## src/rtl/host_req_bridge_if.sv

```systemverilog
// NASTI (AXI4-style) channel bundle shared by the host message bridge and its sinks.
interface nasti_channel #(
    parameter int unsigned ID_WIDTH   = 1,
    parameter int unsigned ADDR_WIDTH = 64,
    parameter int unsigned DATA_WIDTH = 64,
    parameter int unsigned USER_WIDTH = 1
);
    logic [ID_WIDTH-1:0]     aw_id;
    logic [ADDR_WIDTH-1:0]   aw_addr;
    logic [7:0]              aw_len;
    logic [2:0]              aw_size;
    logic [1:0]              aw_burst;
    logic                    aw_lock;
    logic [3:0]              aw_cache;
    logic [2:0]              aw_prot;
    logic [3:0]              aw_qos;
    logic [3:0]              aw_region;
    logic [USER_WIDTH-1:0]   aw_user;
    logic                    aw_valid;
    logic                    aw_ready;

    logic [DATA_WIDTH-1:0]   w_data;
    logic [DATA_WIDTH/8-1:0] w_strb;
    logic                    w_last;
    logic [USER_WIDTH-1:0]   w_user;
    logic                    w_valid;
    logic                    w_ready;

    logic [ID_WIDTH-1:0]     b_id;
    logic [1:0]              b_resp;
    logic [USER_WIDTH-1:0]   b_user;
    logic                    b_valid;
    logic                    b_ready;

    logic [ID_WIDTH-1:0]     ar_id;
    logic [ADDR_WIDTH-1:0]   ar_addr;
    logic [7:0]              ar_len;
    logic [2:0]              ar_size;
    logic [1:0]              ar_burst;
    logic                    ar_lock;
    logic [3:0]              ar_cache;
    logic [2:0]              ar_prot;
    logic [3:0]              ar_qos;
    logic [3:0]              ar_region;
    logic [USER_WIDTH-1:0]   ar_user;
    logic                    ar_valid;
    logic                    ar_ready;

    logic [ID_WIDTH-1:0]     r_id;
    logic [DATA_WIDTH-1:0]   r_data;
    logic [1:0]              r_resp;
    logic                    r_last;
    logic [USER_WIDTH-1:0]   r_user;
    logic                    r_valid;
    logic                    r_ready;

    modport master (
        output aw_id, aw_addr, aw_len, aw_size, aw_burst, aw_lock, aw_cache,
               aw_prot, aw_qos, aw_region, aw_user, aw_valid,
        input  aw_ready,
        output w_data, w_strb, w_last, w_user, w_valid,
        input  w_ready,
        input  b_id, b_resp, b_user, b_valid,
        output b_ready,
        output ar_id, ar_addr, ar_len, ar_size, ar_burst, ar_lock, ar_cache,
               ar_prot, ar_qos, ar_region, ar_user, ar_valid,
        input  ar_ready,
        input  r_id, r_data, r_resp, r_last, r_user, r_valid,
        output r_ready
    );

    modport slave (
        input  aw_id, aw_addr, aw_len, aw_size, aw_burst, aw_lock, aw_cache,
               aw_prot, aw_qos, aw_region, aw_user, aw_valid,
        output aw_ready,
        input  w_data, w_strb, w_last, w_user, w_valid,
        output w_ready,
        output b_id, b_resp, b_user, b_valid,
        input  b_ready,
        input  ar_id, ar_addr, ar_len, ar_size, ar_burst, ar_lock, ar_cache,
               ar_prot, ar_qos, ar_region, ar_user, ar_valid,
        output ar_ready,
        output r_id, r_data, r_resp, r_last, r_user, r_valid,
        input  r_ready
    );
endinterface

```

## src/rtl/host_req_bridge.sv

```systemverilog
// Buffers 16-bit host id/data messages and issues each as a single-beat NASTI write,
// waiting for the B response before starting the next; tracks sent and error counts.
module host_req_bridge #(
    parameter int unsigned           DATA_WIDTH = 64,
    parameter int unsigned           ADDR_WIDTH = 64,
    parameter int unsigned           ID_WIDTH   = 1,
    parameter int unsigned           USER_WIDTH = 1,
    parameter logic [ADDR_WIDTH-1:0] HOST_ADDR  = '0,
    parameter logic [ID_WIDTH-1:0]   TXN_ID     = '0,
    parameter int unsigned           FIFO_DEPTH = 4
) (
    input  logic          clk,
    input  logic          rst,
    input  logic          req_valid,
    output logic          req_ready,
    input  logic [15:0]   req_id,
    input  logic [15:0]   req_data,
    nasti_channel.master  nasti,
    output logic [15:0]   sent_cnt,
    output logic [7:0]    err_cnt,
    output logic          busy
);
    localparam int unsigned     PTR_W    = $clog2(FIFO_DEPTH);
    localparam logic [PTR_W:0]  FULL_CNT = (PTR_W + 1)'(FIFO_DEPTH);

    typedef enum logic [1:0] {IDLE, ADDR, DATA, RESP} state_t;

    state_t           r_state;
    logic             r_aw_valid;
    logic             r_w_valid;
    logic             r_b_ready;
    logic [31:0]      r_mem [FIFO_DEPTH];
    logic [PTR_W-1:0] r_wr_ptr;
    logic [PTR_W-1:0] r_rd_ptr;
    logic [PTR_W:0]   r_count;
    logic [15:0]      r_sent_cnt;
    logic [7:0]       r_err_cnt;

    logic             w_full;
    logic             w_push;
    logic             w_pop;
    logic [PTR_W:0]   w_count_next;
    logic             w_unused;

    assign w_full = (r_count == FULL_CNT);
    assign w_push = req_valid && !w_full;
    assign w_pop  = r_w_valid && nasti.w_ready;

    always_comb begin
        w_count_next = r_count;
        if (w_push && !w_pop) begin
            w_count_next = r_count + 1'b1;
        end else if (!w_push && w_pop) begin
            w_count_next = r_count - 1'b1;
        end
    end

    always_ff @(posedge clk) begin
        if (w_push) begin
            r_mem[r_wr_ptr] <= {req_id, req_data};
        end
    end

    // Valid/ready flags are registered alongside the state so no input reaches them combinationally.
    always_ff @(posedge clk) begin
        if (rst) begin
            r_state    <= IDLE;
            r_aw_valid <= 1'b0;
            r_w_valid  <= 1'b0;
            r_b_ready  <= 1'b0;
            r_wr_ptr   <= '0;
            r_rd_ptr   <= '0;
            r_count    <= '0;
            r_sent_cnt <= '0;
            r_err_cnt  <= '0;
        end else begin
            r_count <= w_count_next;
            if (w_push) r_wr_ptr <= r_wr_ptr + 1'b1;
            if (w_pop)  r_rd_ptr <= r_rd_ptr + 1'b1;
            case (r_state)
                IDLE: begin
                    if (r_count != '0) begin
                        r_state    <= ADDR;
                        r_aw_valid <= 1'b1;
                    end
                end
                ADDR: begin
                    if (nasti.aw_ready) begin
                        r_state    <= DATA;
                        r_aw_valid <= 1'b0;
                        r_w_valid  <= 1'b1;
                    end
                end
                DATA: begin
                    if (nasti.w_ready) begin
                        r_state   <= RESP;
                        r_w_valid <= 1'b0;
                        r_b_ready <= 1'b1;
                    end
                end
                RESP: begin
                    if (nasti.b_valid) begin
                        r_sent_cnt <= r_sent_cnt + 1'b1;
                        if (nasti.b_resp != 2'b00 && r_err_cnt != 8'hFF) begin
                            r_err_cnt <= r_err_cnt + 1'b1;
                        end
                        r_b_ready <= 1'b0;
                        if (w_count_next != '0) begin
                            r_state    <= ADDR;
                            r_aw_valid <= 1'b1;
                        end else begin
                            r_state <= IDLE;
                        end
                    end
                end
                default: begin
                    r_state    <= IDLE;
                    r_aw_valid <= 1'b0;
                    r_w_valid  <= 1'b0;
                    r_b_ready  <= 1'b0;
                end
            endcase
        end
    end

    assign req_ready = !w_full;
    assign sent_cnt  = r_sent_cnt;
    assign err_cnt   = r_err_cnt;
    assign busy      = (r_state != IDLE) || (r_count != '0);

    assign nasti.aw_id     = TXN_ID;
    assign nasti.aw_addr   = HOST_ADDR;
    assign nasti.aw_len    = '0;
    assign nasti.aw_size   = 3'($clog2(DATA_WIDTH / 8));
    assign nasti.aw_burst  = 2'b01;
    assign nasti.aw_lock   = 1'b0;
    assign nasti.aw_cache  = '0;
    assign nasti.aw_prot   = '0;
    assign nasti.aw_qos    = '0;
    assign nasti.aw_region = '0;
    assign nasti.aw_user   = '0;
    assign nasti.aw_valid  = r_aw_valid;

    assign nasti.w_data  = DATA_WIDTH'(r_mem[r_rd_ptr]);
    assign nasti.w_strb  = '1;
    assign nasti.w_last  = 1'b1;
    assign nasti.w_user  = '0;
    assign nasti.w_valid = r_w_valid;

    assign nasti.b_ready = r_b_ready;

    assign nasti.ar_id     = '0;
    assign nasti.ar_addr   = '0;
    assign nasti.ar_len    = '0;
    assign nasti.ar_size   = '0;
    assign nasti.ar_burst  = '0;
    assign nasti.ar_lock   = 1'b0;
    assign nasti.ar_cache  = '0;
    assign nasti.ar_prot   = '0;
    assign nasti.ar_qos    = '0;
    assign nasti.ar_region = '0;
    assign nasti.ar_user   = '0;
    assign nasti.ar_valid  = 1'b0;
    assign nasti.r_ready   = 1'b1;

    assign w_unused = ^{nasti.b_id, nasti.b_user, nasti.ar_ready, nasti.r_id, nasti.r_data,
                        nasti.r_resp, nasti.r_last, nasti.r_user, nasti.r_valid};
endmodule

```

## src/flat_wrapper.sv

```systemverilog
// flat-port wrapper written by rule: the top's interface ports become plain ports
module host_req_bridge_flat 
#(
    parameter int unsigned           DATA_WIDTH = 64,
    parameter int unsigned           ADDR_WIDTH = 64,
    parameter int unsigned           ID_WIDTH   = 1,
    parameter int unsigned           USER_WIDTH = 1,
    parameter logic [ADDR_WIDTH-1:0] HOST_ADDR  = '0,
    parameter logic [ID_WIDTH-1:0]   TXN_ID     = '0,
    parameter int unsigned           FIFO_DEPTH = 4
)
  (clk, rst, req_valid, req_ready, req_id, req_data, sent_cnt, err_cnt, busy, nasti_aw_id, nasti_aw_addr, nasti_aw_len, nasti_aw_size, nasti_aw_burst, nasti_aw_lock, nasti_aw_cache, nasti_aw_prot, nasti_aw_qos, nasti_aw_region, nasti_aw_user, nasti_aw_valid, nasti_aw_ready, nasti_w_data, nasti_w_strb, nasti_w_last, nasti_w_user, nasti_w_valid, nasti_w_ready, nasti_b_id, nasti_b_resp, nasti_b_user, nasti_b_valid, nasti_b_ready, nasti_ar_id, nasti_ar_addr, nasti_ar_len, nasti_ar_size, nasti_ar_burst, nasti_ar_lock, nasti_ar_cache, nasti_ar_prot, nasti_ar_qos, nasti_ar_region, nasti_ar_user, nasti_ar_valid, nasti_ar_ready, nasti_r_id, nasti_r_data, nasti_r_resp, nasti_r_last, nasti_r_user, nasti_r_valid, nasti_r_ready);
  nasti_channel #(.ID_WIDTH(ID_WIDTH), .ADDR_WIDTH(ADDR_WIDTH), .DATA_WIDTH(DATA_WIDTH), .USER_WIDTH(USER_WIDTH)) nasti_i ();
  input  logic clk;
  input  logic rst;
  input  logic req_valid;
  output logic req_ready;
  input  logic [15:0] req_id;
  input  logic [15:0] req_data;
  output logic [15:0] sent_cnt;
  output logic [7:0] err_cnt;
  output logic busy;
  output wire logic [$bits(nasti_i.aw_id)-1:0] nasti_aw_id;
  output wire logic [$bits(nasti_i.aw_addr)-1:0] nasti_aw_addr;
  output wire logic [$bits(nasti_i.aw_len)-1:0] nasti_aw_len;
  output wire logic [$bits(nasti_i.aw_size)-1:0] nasti_aw_size;
  output wire logic [$bits(nasti_i.aw_burst)-1:0] nasti_aw_burst;
  output wire logic [$bits(nasti_i.aw_lock)-1:0] nasti_aw_lock;
  output wire logic [$bits(nasti_i.aw_cache)-1:0] nasti_aw_cache;
  output wire logic [$bits(nasti_i.aw_prot)-1:0] nasti_aw_prot;
  output wire logic [$bits(nasti_i.aw_qos)-1:0] nasti_aw_qos;
  output wire logic [$bits(nasti_i.aw_region)-1:0] nasti_aw_region;
  output wire logic [$bits(nasti_i.aw_user)-1:0] nasti_aw_user;
  output wire logic [$bits(nasti_i.aw_valid)-1:0] nasti_aw_valid;
  input wire logic [$bits(nasti_i.aw_ready)-1:0] nasti_aw_ready;
  output wire logic [$bits(nasti_i.w_data)-1:0] nasti_w_data;
  output wire logic [$bits(nasti_i.w_strb)-1:0] nasti_w_strb;
  output wire logic [$bits(nasti_i.w_last)-1:0] nasti_w_last;
  output wire logic [$bits(nasti_i.w_user)-1:0] nasti_w_user;
  output wire logic [$bits(nasti_i.w_valid)-1:0] nasti_w_valid;
  input wire logic [$bits(nasti_i.w_ready)-1:0] nasti_w_ready;
  input wire logic [$bits(nasti_i.b_id)-1:0] nasti_b_id;
  input wire logic [$bits(nasti_i.b_resp)-1:0] nasti_b_resp;
  input wire logic [$bits(nasti_i.b_user)-1:0] nasti_b_user;
  input wire logic [$bits(nasti_i.b_valid)-1:0] nasti_b_valid;
  output wire logic [$bits(nasti_i.b_ready)-1:0] nasti_b_ready;
  output wire logic [$bits(nasti_i.ar_id)-1:0] nasti_ar_id;
  output wire logic [$bits(nasti_i.ar_addr)-1:0] nasti_ar_addr;
  output wire logic [$bits(nasti_i.ar_len)-1:0] nasti_ar_len;
  output wire logic [$bits(nasti_i.ar_size)-1:0] nasti_ar_size;
  output wire logic [$bits(nasti_i.ar_burst)-1:0] nasti_ar_burst;
  output wire logic [$bits(nasti_i.ar_lock)-1:0] nasti_ar_lock;
  output wire logic [$bits(nasti_i.ar_cache)-1:0] nasti_ar_cache;
  output wire logic [$bits(nasti_i.ar_prot)-1:0] nasti_ar_prot;
  output wire logic [$bits(nasti_i.ar_qos)-1:0] nasti_ar_qos;
  output wire logic [$bits(nasti_i.ar_region)-1:0] nasti_ar_region;
  output wire logic [$bits(nasti_i.ar_user)-1:0] nasti_ar_user;
  output wire logic [$bits(nasti_i.ar_valid)-1:0] nasti_ar_valid;
  input wire logic [$bits(nasti_i.ar_ready)-1:0] nasti_ar_ready;
  input wire logic [$bits(nasti_i.r_id)-1:0] nasti_r_id;
  input wire logic [$bits(nasti_i.r_data)-1:0] nasti_r_data;
  input wire logic [$bits(nasti_i.r_resp)-1:0] nasti_r_resp;
  input wire logic [$bits(nasti_i.r_last)-1:0] nasti_r_last;
  input wire logic [$bits(nasti_i.r_user)-1:0] nasti_r_user;
  input wire logic [$bits(nasti_i.r_valid)-1:0] nasti_r_valid;
  output wire logic [$bits(nasti_i.r_ready)-1:0] nasti_r_ready;
  assign nasti_aw_id = nasti_i.aw_id;
  assign nasti_aw_addr = nasti_i.aw_addr;
  assign nasti_aw_len = nasti_i.aw_len;
  assign nasti_aw_size = nasti_i.aw_size;
  assign nasti_aw_burst = nasti_i.aw_burst;
  assign nasti_aw_lock = nasti_i.aw_lock;
  assign nasti_aw_cache = nasti_i.aw_cache;
  assign nasti_aw_prot = nasti_i.aw_prot;
  assign nasti_aw_qos = nasti_i.aw_qos;
  assign nasti_aw_region = nasti_i.aw_region;
  assign nasti_aw_user = nasti_i.aw_user;
  assign nasti_aw_valid = nasti_i.aw_valid;
  assign nasti_i.aw_ready = nasti_aw_ready;
  assign nasti_w_data = nasti_i.w_data;
  assign nasti_w_strb = nasti_i.w_strb;
  assign nasti_w_last = nasti_i.w_last;
  assign nasti_w_user = nasti_i.w_user;
  assign nasti_w_valid = nasti_i.w_valid;
  assign nasti_i.w_ready = nasti_w_ready;
  assign nasti_i.b_id = nasti_b_id;
  assign nasti_i.b_resp = nasti_b_resp;
  assign nasti_i.b_user = nasti_b_user;
  assign nasti_i.b_valid = nasti_b_valid;
  assign nasti_b_ready = nasti_i.b_ready;
  assign nasti_ar_id = nasti_i.ar_id;
  assign nasti_ar_addr = nasti_i.ar_addr;
  assign nasti_ar_len = nasti_i.ar_len;
  assign nasti_ar_size = nasti_i.ar_size;
  assign nasti_ar_burst = nasti_i.ar_burst;
  assign nasti_ar_lock = nasti_i.ar_lock;
  assign nasti_ar_cache = nasti_i.ar_cache;
  assign nasti_ar_prot = nasti_i.ar_prot;
  assign nasti_ar_qos = nasti_i.ar_qos;
  assign nasti_ar_region = nasti_i.ar_region;
  assign nasti_ar_user = nasti_i.ar_user;
  assign nasti_ar_valid = nasti_i.ar_valid;
  assign nasti_i.ar_ready = nasti_ar_ready;
  assign nasti_i.r_id = nasti_r_id;
  assign nasti_i.r_data = nasti_r_data;
  assign nasti_i.r_resp = nasti_r_resp;
  assign nasti_i.r_last = nasti_r_last;
  assign nasti_i.r_user = nasti_r_user;
  assign nasti_i.r_valid = nasti_r_valid;
  assign nasti_r_ready = nasti_i.r_ready;
  host_req_bridge #(.DATA_WIDTH(DATA_WIDTH), .ADDR_WIDTH(ADDR_WIDTH), .ID_WIDTH(ID_WIDTH), .USER_WIDTH(USER_WIDTH), .HOST_ADDR(HOST_ADDR), .TXN_ID(TXN_ID), .FIFO_DEPTH(FIFO_DEPTH)) u_core (.clk(clk), .rst(rst), .req_valid(req_valid), .req_ready(req_ready), .req_id(req_id), .req_data(req_data), .nasti(nasti_i), .sent_cnt(sent_cnt), .err_cnt(err_cnt), .busy(busy));
endmodule
```

## config.mk

```make
export PLATFORM = sky130hd
export DESIGN_NAME = host_req_bridge_flat
export DESIGN_NICKNAME = d
export VERILOG_FILES = /design/src/rtl/host_req_bridge_if.sv /design/src/rtl/host_req_bridge.sv /design/src/flat_wrapper.sv
export SDC_FILE = /design/constraint.sdc
export NUM_CORES = 1
export LEC_CHECK = 0
export BUFFER_PORTS_ARGS = -buffer_cell sky130_fd_sc_hd__buf_4
export CORE_AREA = 2 2 157 159
export DETAILED_ROUTE_END_ITERATION = 7
export DIE_AREA = 0 0 159 161
export MAX_ROUTING_LAYER = met4
export PLACE_DENSITY = 0.64
export SLEW_MARGIN = 40
export SYNTH_ARGS = -nofsm -noshare
export SYNTH_HDL_FRONTEND = slang
export SYNTH_SLANG_ARGS = --single-unit
```

## constraint.sdc

```tcl
create_clock -name clk -period 2.35 [get_ports clk]
set_input_delay 0 -clock clk [delete_from_list [all_inputs] [get_ports clk]]
set_output_delay 0 -clock clk [all_outputs]
set_load 0.01 [all_outputs]
```

==> Word level (Yosys, flattened, before mapping) <==
Memory sizes are Yosys's and may differ from the RTL's. A register that Yosys moved wholly into a read port is not among the register bits.
Cells that the tools add are included.
{ "word_totals": {"word_cells": 72, "mem_count": 1, "inputBits": 113, "register_bits": 36, "latch_bits": 0, "romBits": 0, "ramBits": 128} }
{ "classes": {"reduce_logical": 23, "n_lt_le_gt_ge": 0, "div_mod_pow": 0, "mul": 0, "shifts": 0, "n_bitwise": 0, "n_mux": 23, "add_sub_neg": 6, "n_eq_ne": 10} }
{ "mem_list": {"columns": ["name", "depth", "word_bits", "rd", "rd_ports_with_merged_regs", "wr", "line", "text"], "rows": [
  ["u_core.r_mem", 4, 32, 1, 1, 1, "host_req_bridge.sv:32", "logic [31:0] r_mem [FIFO_DEPTH];"]
]} }
{ "ops": {"columns": ["op", "n"], "rows": [
  ["$add A16 B1 Y16 const B", 1],
  ["$mux W2", 6],
  ["$mux W1", 11],
  ["$reduce_and A3 Y1", 3],
  ["$reduce_bool A3 Y1", 3],
  ["$add A8 B1 Y8 const B", 1],
  ["$ne A8 B8 Y1 const B", 1],
  ["$pmux W2 S4", 1],
  ["$reduce_bool A2 Y1", 4],
  ["$mux W3", 2],
  ["$ne A2 B2 Y1 const B", 3],
  ["$logic_and A1 B1 Y1", 5],
  ["$reduce_and A5 Y1", 1],
  ["$add A2 B1 Y2 const B", 2],
  ["$eq A2 B2 Y1 const B", 2],
  ["$ne A2 B1 Y1 const B", 2],
  ["$pmux W1 S2", 2],
  ["$reduce_and A4 Y1", 1],
  ["$add A3 B1 Y3 const B", 1],
  ["$eq A3 B3 Y1 const B", 1],
  ["$logic_not A1 Y1", 3],
  ["$pmux W1 S3", 1],
  ["$sub A3 B1 Y3 const B", 1],
  ["$eq A2 B1 Y1 const B", 1],
  ["3 further kinds", 3]
]} }

==> Longest topological paths before layout <==
Gate-level depths: netlist of run 1.
{ "depth": {"depth_word": 11, "depth_mapped": 7, "mapped_depth_nobuf": 7} }

==> Worst setup path before layout of run 1 <==
No wires, ideal clock.
{ "synth_path": {"kind": "reg2reg", "start": "reg u_core.r_count[0]", "end": "mem u_core.r_mem[1][0], enable pin", "period_less_slack_ns": 2.418, "path_buffers": 1, "setup_slack_ns": -0.068, "required_ns": 1.958, "path_stages_with_launch": 6, "arrival_time_ns": 2.026, "path_cell_list": "dfxtp_1 -> inv_1 -> ha_1 -> a21boi_4 -> clkbuf_1 -> and2_1"} }
{ "synth_between": {"elab_chain_cells": 5} }
{ "synth_rtl": {"columns": ["item", "line", "text"], "rows": [
  ["start, declared", "host_req_bridge.sv:35", "logic [PTR_W:0] r_count;"],
  ["start signal, assigned", "host_req_bridge.sv:77", "r_count <= w_count_next;"],
  ["$eq A3 B3 Y1", "host_req_bridge.sv:45", "assign w_full = (r_count == FULL_CNT);"],
  ["$logic_not A1 Y1", "host_req_bridge.sv:46", "assign w_push = req_valid && !w_full;"],
  ["$logic_and A1 B1 Y1", "host_req_bridge.sv:46", null],
  ["$mux W1", "host_req_bridge.sv:59", "if (w_push) begin"],
  ["$mux W1 (not written as such)", "host_req_bridge.sv:60", "r_mem[r_wr_ptr] <= {req_id, req_data};"],
  ["end, declared", "host_req_bridge.sv:32", null]
]} }
Every way passes these cells.

==> Final worst setup path of run 1 <==
{ "layout_path": {"start": "reg u_core.r_state[1]", "end": "reg u_core.r_w_valid, in the netlist u_core.nasti.w_valid"} }
{ "layout_between": {"elab_chain_cells": 3, "word_cells_on_any_way": 7, "cone_classes": "eq/ne: 4; mux: 1; reduce/logical: 2"} }
{ "layout_rtl": {"columns": ["item", "line", "text"], "rows": [
  ["start, declared", "host_req_bridge.sv:28", "state_t r_state;"],
  ["start signal, assigned", "host_req_bridge.sv:67", "r_state <= IDLE;"],
  ["start signal, assigned", "host_req_bridge.sv:83", "r_state <= ADDR;"],
  ["start signal, assigned", "host_req_bridge.sv:89", "r_state <= DATA;"],
  ["$eq A2 B1 Y1 / $eq A2 B2 Y1 (equally long branches)", "host_req_bridge.sv:80", "case (r_state)"],
  ["$ne A2 B2 Y1 (no line) / $reduce_bool A2 Y1 (equally long branches)", null, null],
  ["$reduce_and A3 Y1 (no line)", null, null],
  ["end signal, assigned", "host_req_bridge.sv:69", "r_w_valid <= 1'b0;"],
  ["end signal, assigned", "host_req_bridge.sv:91", "r_w_valid <= 1'b1;"],
  ["end signal, assigned", "host_req_bridge.sv:97", "r_w_valid <= 1'b0;"],
  ["end, declared", "host_req_bridge.sv:30", "logic r_w_valid;"]
]} }
Parallel ways exist; a longest one is shown, timed or not.
A chain may end at the register's enable or synchronous reset.

==> impl_results.md, run 1 <==
- Filler cells: 2331
- Die area: 25600 um^2
- Post-synth EDFFs: 128
- CP Data Arrival Time: 2.52 ns
- Crit end category: flip-flop
- Tmin final: 2.22 ns
- Sequential-to-total area share from yosys stat: 55.6%
- Number of cells produced by synthesis: 624
- CTS tree: done
- Hold WC Path Type: input port to flip-flop
- Area of the multi-input gates: 2700 um^2
- Max Transition Viols Final: 0
- CTS Buffer Depth: 2
- Global route overflow: 0
- H-tree Lvls: 4
- CP cell instances: inv_1 -> ha_1 -> a21oi_1 -> nor2_1 -> a21oi_1 -> dlygate4sd3_1 -> nor2_1 -> dlygate4sd3_1
- Post-Route WL: 14000 um
- Yosys warnings: 0
- Via count of the routed design: 4273
- VDD IR max: 389 uV
- Initial DRC count: 204
- Core footprint: 24000 um^2
- Pin count of the biggest net entering global routing: 39
- Reg power frac: 44.5%
- Initial core utilization: 34.5%
- Top Ports: 408
- Critical path's largest stage delay: 0.57 ns
- DR WL/cell: 12.6 um
- Most common cell after layout, fill and taps aside: conb_1
- Post-Syn Area per Cell: 13.3 um^2
- Vias in the first global route: 3921
- Outcome: complete, no violations
- Crit Path Max Fanout: 5
- Internal power: 5.68 mW
- Post-synthesis to final-layout area growth: 16.1%
- LEAKAGE: 3.84 nW
- Initial DRT Pass Iterations: 4
- Sw Ratio: 28.0%
- Logic pwr share: 20.5%
- CTS Root Cell: clkbuf_16
- Die height: 161 um
- Hold_ws: 0.0763 ns
- Areal power density over the cells: 821 nW/um^2
- Setup CP Type: flip-flop to flip-flop
- Clk pin slew, worst setup/hold paths: 0.07 ns
- Ratio of cells with drive above 1 in the final layout: 23.7%
- Asr flop ratio synth: 0%
- Maxcap violations: 0
- Mapped Area: 8280 um^2
- Placed inst area: 8630 um^2
- Final setup fails: 0
- Fin. Hold Viols: 0
- P_sw: 2.21 mW
- Sequential cell area: 4610 um^2
- Slowest stage cell, crit path: dlygate4sd3_1
- Period utilization: 94.3%
- Final Net Count: 902
- Worst-Skew Late Latency: 0.42 ns
- RePlAce Congestion: 0.716
- Residual DRC: 0
- First-pass GRT wire length: 21000 um
- Port Buffers: 100
- CTS Sinks: 166
- Initial antenna violation count: 1
- Clock network power share: 35.0%
- CP Launch Type: flip-flop
- Pre-CTS WS: 0.162 ns
- Clk_skew: 0.0118 ns
- Fmax: 451 MHz
- Std-Cell Rows: 57
- Setup TNS: 0 ns
- Commonest cells after routing, fill and taps aside: 234 x conb_1, 128 x edfxtp_1, 104 x buf_4, 38 x dlygate4sd3_1, 37 x nor2_1
- Final core occ: 40.1%
- Synth Register Bits: 166
- RSZ-0062 raised after global routing: no
- Synth cell types: 45
- Main synth FF type: edfxtp_1
- Setup ws final: 0.134 ns
- Antenna Nets Post-Route: 0
- Die Width: 159 um
- Design Area, Final: 9610 um^2
- Gr usage total: 10.9%
- CTS buffer count: 17
- Final HPWL DP: 9200 um
- Required time worst endpoint: 2.66 ns
- Vias/cell: 3.84
[per-layer routing]
| layer | up-vias | wire [um] | global-route usage (%) |
|---|---|---|---|
| li1 | 2024 | - | - |
| met1 | 2088 | 5960 | 13.3 |
| met2 | 150 | 7050 | 17.4 |
| met3 | 11 | 855 | 3.26 |
| met4 | 0 | 138 | 3.47 |
| met5 | - | 0 | - |
[metrics by stage]
| stage | instances | power (mW) |
|---|---|---|
| 2_1_floorplan | 856 | 4.82 |
| 3_3_place_gp | 1042 | 5.10 |
| 3_5_place_dp | 1042 | 5.12 |
| 4_1_cts | 1112 | 8.01 |
| 5_1_grt | 1113 | 8.29 |
| 6_report | 1113 | 7.89 |
[worst max-delay path, delay by kind of cell (launching register included)]
kind | cells | cell delay (ns)
fa+ha+maj | 1 | 0.21
compound gates | 2 | 0.23
buf+inv | 3 | 1.20
simple gates | 2 | 0.09
flops | 1 | 0.36
[synth_stat cells, drive strengths merged, types with 3 or more instances]
cell type / number / area, um^2
clkbuf: 4 / 15.0
edfxtp: 128 / 3840
and3: 4 / 26.3
nand4: 3 / 40.0
a21oi: 13 / 65.1
o21ai: 7 / 38.8
or3: 5 / 31.3
xnor2: 16 / 140
ha: 14 / 175
xor2: 7 / 61.3
mux2i: 3 / 30.0
buf: 243 / 1800
nand3: 10 / 50.1
dfxtp: 38 / 761
mux4: 32 / 721
nand2: 15 / 58.8
nor2: 37 / 139
nand2b: 4 / 25.0
inv: 11 / 41.3
and2: 5 / 31.3
nor3: 8 / 40.0
[worst paths after layout]
path	startpoint	to	slack, ns	cells past startpoint
max	u_core.r_state[1]	u_core.nasti.w_valid	0.13	8
min reg2reg	u_core.r_state[1]	u_core.r_state[1]	0.50	2
max reg2reg	u_core.r_state[1]	u_core.nasti.w_valid	0.13	8
min	req_valid	u_core.r_wr_ptr[0]	0.08	4
[power by group through the flow]
stage	Sequential (mW)	Clock (mW)	Combinational, mW
2_1_floorplan	3.55	0	1.27
3_3_place_gp	3.57	0	1.53
3_5_place_dp	3.58	0	1.54
4_1_cts	3.51	2.86	1.64
5_1_grt	3.54	2.98	1.77
6_report	3.51	2.76	1.62
[registers in the layout, summed over array words and instances, names as in the netlist, named ones only]
name	flops
u_core.err_cnt	8
u_core.r_count	3
u_core.nasti.b_ready	1
u_core.r_rd_ptr	2
u_core.nasti.aw_valid	1
u_core.nasti.w_valid	1
u_core.sent_cnt	16
u_core.r_mem	128
u_core.r_state	2
u_core.r_wr_ptr	2
[final cells by class]
cell class | count | share of cell area (%)
antenna | 1 | 0.0260
clock buffer | 18 | 4.47
clock inverter | 14 | 1.71
inverter | 11 | 0.430
multi-input combinational | 432 | 28.1
sequential | 166 | 47.9
tap | 324 | 4.22
timing repair buffer | 147 | 13.1
[cells by family (layout without fill, tap and decap cells)]
kind of cell    after synthesis  in the layout  synth area share, %
compound gates               28             28                 2.16
mux                          37             37                 9.34
simple gates                 96             96                 5.88
xor+xnor                     23             23                 2.43
flops                       166            166                 55.6
buf+inv                     258            190                 22.4
fa+ha+maj                    14             14                 2.12
other cells                   2            235               0.0907
[timing repair]
action | 4_1_cts | 5_1_grt
hold buffers | 38 | 0
resized for setup | 0 | 1
endpoints found under the setup margin | 0 | 1
buffers inserted | 0 | 0
hold endpoints to repair | 155 | 0
Power figures use the tool's default switching activity.
==> run 2, diff against run 1 <==
--- a/config.mk
+++ b/config.mk
@@ -6,11 +6,12 @@
 export NUM_CORES = 1
 export LEC_CHECK = 0
 export BUFFER_PORTS_ARGS = -buffer_cell sky130_fd_sc_hd__buf_4
-export CORE_AREA = 2 2 157 159
+export CORE_ASPECT_RATIO = 0.7
+export CORE_MARGIN = 10
+export CORE_UTILIZATION = 42
 export DETAILED_ROUTE_END_ITERATION = 7
-export DIE_AREA = 0 0 159 161
 export MAX_ROUTING_LAYER = met4
-export PLACE_DENSITY = 0.64
+export PLACE_DENSITY = 0.75
 export SLEW_MARGIN = 40
 export SYNTH_ARGS = -nofsm -noshare
 export SYNTH_HDL_FRONTEND = slang
==> run 2 against run 1 <==
Net effect:
- global-route usage increased by 2.2 points
- cell area is 0.68% lower
- via count rose by 1.4%
- worst setup slack lost 0.051 ns
- wire length is 22% higher
- non-clock buffer count is 2 lower
- hold slack improved by 0.11 ns
- register-to-register slack got worse by 0.05 ns
- combinational power up 2%
- critical path type unchanged
==> impl_results.md, run 2 (synthesis gave the netlist of run 1 again) <==
- Ratio of cells with drive above 1 in the final layout: 23.7% (-0.067 points)
- Slowest stage cell, crit path: dlygate4sd3_1
- Placed inst area: 8560 um^2 (-0.90%)
- Worst-Skew Late Latency: 0.43 ns (about the same)
- DR WL/cell: 16.3 um (+29%)
- Die height: 137 um (-15%)
- Number of diodes: 0 (-1)
- Initial antenna violation count: 0 (-1)
- CTS tree: done
- Setup CP Type: flip-flop to flip-flop
- Clk pin slew, worst setup/hold paths: 0.07 ns (about the same)
- H-tree Lvls: 4 (unchanged)
- Via count of the routed design: 4331 (+1.4%)
- RSZ-0062 raised after global routing: no
- Port Buffers: 100 (unchanged)
- Post-Route WL: 17100 um (+22%)
- Fmax: 441 MHz (-2.2%)
- Commonest cells after routing, fill and taps aside: 234 x conb_1, 128 x edfxtp_1, 101 x buf_4, 38 x dlygate4sd3_1, 37 x nor2_1
- Buffers & Inverters on Critical Path: 3 (unchanged)
- Hold_ws: 0.183 ns (+0.107 ns)
- Power consumption: 7.92 mW (+0.27%)
- Gr usage total: 13.1% (+2.2 points)
- M1 WL: 7450 um (+25%)
- Areal power density over the cells: 829 nW/um^2 (+0.95%)
- Biggest register: u_core.r_mem
- First-pass GRT wire length: 25700 um (+22%)
- Crit Path Max Fanout: 5 (unchanged)
- Initial DRT Pass Iterations: 4 (unchanged)
- Die area: 25800 um^2 (+0.85%)
- CTS buffer count: 17 (unchanged)
- Antenna Nets Post-Route: 0 (unchanged)
- Top Ports: 408 (unchanged)
- Global route overflow: 0 (unchanged)
- Pin count of the biggest net entering global routing: 39 (unchanged)
- Top sig layer: met4
- Initial DRC count: 162 (-21%)
- Vias/cell: 4.12 (+7.4%)
- Max reg flops: 128 (unchanged)
- CTS Sinks: 166 (unchanged)
- CTS Buffer Depth: 2 (unchanged)
- Initial core utilization: 43.3% (+8.7 points)
- LEAKAGE: 3.84 nW (+0.16%)
- CP Launch Type: flip-flop
- Register-to-Register Path Depth: 8 (unchanged)
- Final Net Count: 900 (-0.22%)
- Die Width: 188 um (+18%)
- Required time worst endpoint: 2.67 ns (about the same)
- Most common cell after layout, fill and taps aside: conb_1
- Design Area, Final: 9550 um^2 (-0.68%)
- Period utilization: 96.5% (+2.2 points)
- CP Data Arrival Time: 2.59 ns (+0.07 ns)
- Post-synthesis to final-layout area growth: 15.3%
- Setup TNS: 0 ns (unchanged)
- Maxcap violations: 0 (unchanged)
- Critical Path Stages: 8 (unchanged)
- Hold WC Path Type: input port to flip-flop
- Core footprint: 19100 um^2 (-20%)
- CTS Root Cell: clkbuf_16
- VDD IR max: 415 uV (+6.6%)
- Final HPWL DP: 12100 um (+32%)
- Final setup fails: 0 (unchanged)
- Critical path's largest stage delay: 0.59 ns (+0.02 ns)
- RePlAce Congestion: 0.752 (+5.0%)
- Residual DRC: 0 (unchanged)
- Crit-path leading delay family: buffers and inverters
- Met3 WL post-DR: 766 um (-10%)
- Std-Cell Rows: 42 (-26%)
- WHS Path Cells: 5 (+1)
- Outcome: complete, no violations
- Max Transition Viols Final: 0 (unchanged)
- Tmin final: 2.27 ns (+0.0509 ns)
- Met2 routed WL: 8680 um (+23%)
- Vias in the first global route: 4563 (+16%)
- Clk_skew: 0.0107 ns (-0.00107 ns)
- CP cell instances: inv_1 -> ha_1 -> a21oi_1 -> nor2_1 -> a21oi_1 -> dlygate4sd3_1 -> nor2_1 -> dlygate4sd3_1
- Crit end category: flip-flop
- Fin. Hold Viols: 0 (unchanged)
[run 2: changes by cell type in the layout (fill, tap and decap cells not counted)]
cell | previous run | this run
clkinvlp_4 | 2 | 1
bufinv_16 | 1 | 0
buf_4 | 104 | 101
clkbuf_1 | 1 | 0
diode_2 | 1 | 0
clkinv_8 | 2 | 5
dfxtp_2 | 3 | 2
inv_6 | 3 | 1
buf_12 | 5 | 6
inv_8 | 3 | 5
dfxtp_4 | 0 | 1
[run 2: worst paths after layout]
kind,startpoint,to,slack (ns)
max,u_core.r_state[1],u_core.nasti.w_valid,0.08
min,req_valid,u_core.r_count[0],0.18
max reg2reg,u_core.r_state[1],u_core.nasti.w_valid,0.08
min reg2reg,u_core.r_state[1],u_core.r_state[1],0.50
[run 2: worst register-to-register path: stages, from the launching register on]
cell           delay, ns
dfxtp_4             0.37
inv_1               0.07
ha_1                0.21
a21oi_1             0.14
nor2_1              0.05
a21oi_1             0.13
dlygate4sd3_1       0.59
nor2_1              0.05
dlygate4sd3_1       0.57
[run 2: power breakdown]
group,total (mW),internal (mW),leakage [nW],switching [mW]
Sequential,3.52,3.41,1.48,0.111
Combinational,1.66,0.752,2.07,0.904
Clock,2.74,1.44,0.291,1.30
[run 2: per-layer routing]
layer	track usage, %	vias up
met4	4.34	0
met2	20.9	165
li1	-	2012
met5	-	-
met3	3.48	12
met1	15.9	2142
[run 2: area by class of cell]
class	instances	area, um^2
fillers	1690	9580
flip-flops and latches	166	4610
inverters	11	41.3
repair buffers	145	1260
well taps	264	330
clock buffers	17	425
clock inverters	15	180
multi-input cells	432	2700
[run 2: through the flow]
stage	util [%]	setup slack, ns	std cells
after global routing	49.9	0.0132	1050
after detailed placement	44.7	0.275	980
after CTS	49.9	0.103	1050
after floorplan	-	0.259	856
after global placement	44.7	0.301	980
final	49.9	0.0828	1050
[run 2: repair_timing]
item | in CTS | in global routing
setup buffers | 0 | 0
resized for setup | 0 | 2
endpoints found under the setup margin | 0 | 1
hold buffers | 38 | 0
endpoints found under the hold margin | 160 | 0
